### src/rtl/acc4_pkg.sv
// Shared types and constants for the acc4 accumulator stage.
package acc4_pkg;

  localparam int unsigned ACC4_WIDTH = 4;

  typedef enum logic [1:0] {
    OP_LOAD = 2'b00,
    OP_ADD  = 2'b01,
    OP_SUB  = 2'b10,
    OP_CLR  = 2'b11
  } op_t;

  typedef enum logic {
    ST_IDLE   = 1'b0,
    ST_RESULT = 1'b1
  } state_t;

endpackage

### src/rtl/acc4_alu.sv
// Combinational next-accumulator logic for acc4_stage.
// Define ACC4_STAGE_SAT_EN for saturating ADD/SUB instead of wrap-around.
module acc4_alu
  import acc4_pkg::*;
#(
  parameter int unsigned WIDTH = ACC4_WIDTH
) (
  input  logic [WIDTH-1:0] acc,
  input  logic [WIDTH-1:0] in_data,
  input  logic [1:0]       op,
  output logic [WIDTH-1:0] nxt_acc,
  output logic             nxt_carry,
  output logic             nxt_zero
);

  logic [WIDTH:0] sum;
  logic [WIDTH:0] diff;

  // The extra MSB holds the ADD carry-out or, for SUB, the borrow (in_data > acc).
  assign sum  = {1'b0, acc} + {1'b0, in_data};
  assign diff = {1'b0, acc} - {1'b0, in_data};

  always_comb begin
    nxt_acc   = '0;
    nxt_carry = 1'b0;
    case (op_t'(op))
      OP_LOAD: nxt_acc = in_data;
      OP_ADD: begin
        nxt_carry = sum[WIDTH];
`ifdef ACC4_STAGE_SAT_EN
        nxt_acc = sum[WIDTH] ? '1 : sum[WIDTH-1:0];
`else
        nxt_acc = sum[WIDTH-1:0];
`endif
      end
      OP_SUB: begin
        nxt_carry = diff[WIDTH];
`ifdef ACC4_STAGE_SAT_EN
        nxt_acc = diff[WIDTH] ? '0 : diff[WIDTH-1:0];
`else
        nxt_acc = diff[WIDTH-1:0];
`endif
      end
      OP_CLR: ;
    endcase
  end

  assign nxt_zero = (nxt_acc == '0);

endmodule

### src/rtl/acc4_stage.sv
// Registered accumulator stage with valid/ready handshake on both sides.
// Optional saturating arithmetic via ACC4_STAGE_SAT_EN (handled in acc4_alu).
module acc4_stage
  import acc4_pkg::*;
#(
  parameter int unsigned WIDTH = ACC4_WIDTH
) (
  input  logic             clk,
  input  logic             rst_n,
  input  logic             in_valid,
  output logic             in_ready,
  input  logic [WIDTH-1:0] in_data,
  input  logic [1:0]       op,
  output logic             out_valid,
  input  logic             out_ready,
  output logic [WIDTH-1:0] out_data,
  output logic             carry,
  output logic             zero
);

  state_t           state, state_nxt;
  logic             accept;
  logic [WIDTH-1:0] alu_acc;
  logic             alu_carry;
  logic             alu_zero;

  acc4_alu #(.WIDTH(WIDTH)) u_alu (
    .acc       (out_data),
    .in_data   (in_data),
    .op        (op),
    .nxt_acc   (alu_acc),
    .nxt_carry (alu_carry),
    .nxt_zero  (alu_zero)
  );

  always_ff @(posedge clk or negedge rst_n) begin
    if (!rst_n) state <= ST_IDLE;
    else        state <= state_nxt;
  end

  always_comb begin
    state_nxt = state;
    in_ready  = 1'b1;
    out_valid = 1'b0;
    accept    = 1'b0;
    case (state)
      ST_IDLE: begin
        accept = in_valid;
        if (accept) state_nxt = ST_RESULT;
      end
      ST_RESULT: begin
        // out_ready feeds straight through so a consumed result frees the slot this cycle.
        out_valid = 1'b1;
        in_ready  = out_ready;
        accept    = in_valid && out_ready;
        if (out_ready && !in_valid) state_nxt = ST_IDLE;
      end
    endcase
  end

  always_ff @(posedge clk or negedge rst_n) begin
    if (!rst_n) begin
      out_data <= '0;
      carry    <= 1'b0;
      zero     <= 1'b1;
    end else if (accept) begin
      out_data <= alu_acc;
      carry    <= alu_carry;
      zero     <= alu_zero;
    end
  end

endmodule

### config.mk
export PLATFORM = sky130hd
export DESIGN_NAME = acc4_stage
export DESIGN_NICKNAME = d
export VERILOG_FILES = /design/src/rtl/acc4_pkg.sv /design/src/rtl/acc4_alu.sv /design/src/rtl/acc4_stage.sv
export SDC_FILE = /design/constraint.sdc
export NUM_CORES = 1
export LEC_CHECK = 0
export ABC_AREA = 1
export BUFFER_PORTS_ARGS = -buffer_cell sky130_fd_sc_hd__buf_2
export CAP_MARGIN = 10
export CORE_UTILIZATION = 45
export DETAILED_ROUTE_END_ITERATION = 16
export GPL_ROUTABILITY_DRIVEN = 0
export PLACE_DENSITY = 0.78
export SLEW_MARGIN = 40
export SYNTH_ARGS = -nofsm -noshare
export SYNTH_HDL_FRONTEND = slang
export SYNTH_SLANG_ARGS = --single-unit
### constraint.sdc
create_clock -name clk -period 4.9 [get_ports clk]
set_clock_uncertainty 0.15 [all_clocks]
set_input_delay 1.225 -clock clk [delete_from_list [all_inputs] [get_ports clk]]
set_output_delay 1.225 -clock clk [all_outputs]
set_load 0.1 [all_outputs]
==> key figures <==
Outcome
  • Status: finished clean

Drt
  • Total Wirelength: roughly 1400 um
  • DRC Markers: 0
  • DR pass1 iterations: 4
  • Drt initial violations: 10
  • Vias per cell: a little under 5
  • Routed WL per cell: approximately 10 um
  • Routed vias: 670
  • Antenna Nets Post-Route: 0

GRT
  • Grt peak-use layer: met2
  • M1 GR Usage: 0.197
  • GR Layer Usage met2: 0.309
  • Number of global-route vias before repair: between 600 and 700
  • First-pass GRT wire length: 2360 um
  • Largest net degree at the start of global routing: 11
  • Antenna violations before repair: 0
  • Total gr overflow: 0
  • Gr usage total: 0.177
  • M3 GR Usage: 0.0261

STA
  • Max_slew headroom: 0.677
  • Endpoints failing setup: 0
  • Slew @ Worst Pin: about 0.5 ns
  • Worst hold margin: ~0.32 ns
  • Final Hold Fails: 0
  • RSZ-0062 raised after global routing: no
  • Final Max Slew Viols: 0
  • Max Fclk: between 0.3 and 0.4 GHz
  • Period utilization: 0.655
  • Post-route setup TNS: 0 ns
  • Fin crit period: 3.21 ns

Power
  • Leak pwr: 0.000513 uW
  • Power Density: ~360 nW/um^2
  • Switching power share of the total: 0.534
  • Clock power frac: 0.162
  • Gate power share: 0.584
  • Seq pwr share: 0.253
  • Switching pwr: about 160 uW
  • Internal: about 140 uW
  • Peak supply drop: approximately 0.23 mV

Critical path
  • Crit Path Max Fanout: 3
  • Critical-path cell list: buf_2, inv_1, nand2_2, buf_2
  • Crit path kind: in -> out
  • Critical path arrival: ~1.8 ns
  • CP peak stage delay: 0.43 ns
  • Required @ worst endpoint: between 3 and 4 ns
  • CP startpoint kind: input port
  • Setup crit end kind: primary output
  • CP max stage cell: buf_2
  • Most frequent CP cell: buf_2

Finish
  • Area growth, synth to finish: 18.3%
  • NumNets Final: around 150
  • Filler cells: between 100 and 150
  • Area occupied by multi-input gates: 462 um^2
  • Antenna Cells: 0
  • Share of cells above drive strength 1: 0.233
  • Most common cell after layout, fill and taps aside: nand2_1
  • Commonest cells after routing, fill and taps aside: nand2_1, inv_1, buf_2
  • Flip-flop and latch area: 176 um^2

Placed design
  • HPWL after detailed placement: 1200 um
  • PortBufs: 17

Clock tree
  • Clock Latency Late Sink: roughly 0.24 ns
  • CTS tree: done
  • Root Driver: clkbuf_4
  • H-tree depth: 1
  • CTS buffer count: 3
  • Postcts setup bufs: 0
  • Number of hold buffers added after CTS: 0
  • Cts repair resizes: 0
  • Clock Pin Slew Worst Setup and Hold Paths: about 0.05 ns
  • CTS Buffer Depth: 2
  • Clock Sinks: 7

Job
  • Max Cap Viol: 0

Floorplanning
  • Die ar.: 1760 um^2
  • Core ar.: roughly 1500 um^2
  • Die height: approximately 42 um
  • Number of top-level pins: 18
  • Number of placement rows: 14
  • Chip width: 41.9 um
  • Initial core utilization: 0.482

Logic synthesis
  • Synthesis Warnings: 0
  • Cells after synthesis: between 90 and 100
  • Synth cell types: 18
  • Net count after synthesis: ~120
  • Seq cells post-synth: 7
  • Avg Inst Size Synth: 7.24 um^2
  • Register area share after synthesis: 0.246
  • Mapped cell area: slightly above 700 um^2

Worst hold path
  • Worst Hold Class: reg -> reg
## stage by stage
stage               instances  setup slack [ns]  instance area [um^2]   util  power (uW)
finish                    136              1.69                   848  0.570         308
global route              136              1.67                   848  0.570         329
CTS                       136              1.68                   848  0.570         311
detailed placement        132              1.70                   822  0.552         259
global placement          132              1.71                   822  0.552         255
floorplan                  99              1.87                   717      -         224
## final timing paths
check                             from  slack, ns  cells past startpoint           to
max in group asynchronous        rst_n       3.72                      1         zero
max reg2reg                out_data[0]       3.04                      9        carry
min reg2reg                       zero       0.32                      2         zero
min in group asynchronous        rst_n       0.65                      1  out_data[1]
min                               zero       0.32                      2         zero
max                          out_ready       1.69                      4     in_ready
## cells in the mapped netlist
cell       n  share of area
nor2_1     2          0.010
dfstp_2    1          0.037
o21ai_1    2          0.014
nand2_1   29           0.15
nand3_2    2          0.028
or2_1      1         0.0087
o211ai_1   1          0.010
a21oi_1    6          0.042
inv_1     19          0.099
nand3_1    9          0.063
inv_2      2          0.010
o31ai_1    1          0.010
nand2_2    2          0.017
o21bai_1   1          0.010
a21oi_2    1          0.012
ha_1      12           0.21
fa_1       2          0.056
dfrtp_1    6           0.21
## flip-flops by register name (all words and copies together), names as in the netlist
| name | flops |
|---|---|
| out_data | 4 |
| carry | 1 |
| zero | 1 |
| state | 1 |
## cell type report
type / instances / share of cell area
sequential: 7 / 0.208
inverter: 21 / 0.0929
multi-input combinational: 71 / 0.544
tap: 16 / 0.0236
timing repair buffer: 17 / 0.100
clock buffer: 4 / 0.0310
## power by group through the flow
| stage | sequential (uW) | clock, uW | combinational, uW |
|---|---|---|---|
| final | 77.9 | 49.9 | 180 |
| after global routing | 79.2 | 54.5 | 195 |
| after CTS | 78.0 | 52.3 | 181 |
| after detailed placement | 78.8 | 0 | 180 |
| after global placement | 78.2 | 0 | 177 |
| after floorplan | 151 | 0 | 73.2 |
## cell families after synthesis
| kind of cell | after synthesis | synth area share |
|---|---|---|
| AO/OA/AOI/OAI | 12 | 0.0995 |
| adder cells (fa/ha/maj) | 14 | 0.265 |
| buffers and inverters | 21 | 0.110 |
| flip-flops | 7 | 0.246 |
| AND/OR/NAND/NOR | 45 | 0.279 |
## metal layers
layer	wire length, um	up-vias	part of all wire
li1	-	351	-
met2	740	20	0.53
met5	0	-	0
met3	56	0	0.040
met1	591	299	0.43
met4	0	0	0
## worst max-delay path: cells and delay by family
family / cells / cell delay, ns
buf+inv: 3 / 0.54
simple gates: 1 / 0.07
Power figures use the tool's default switching activity.
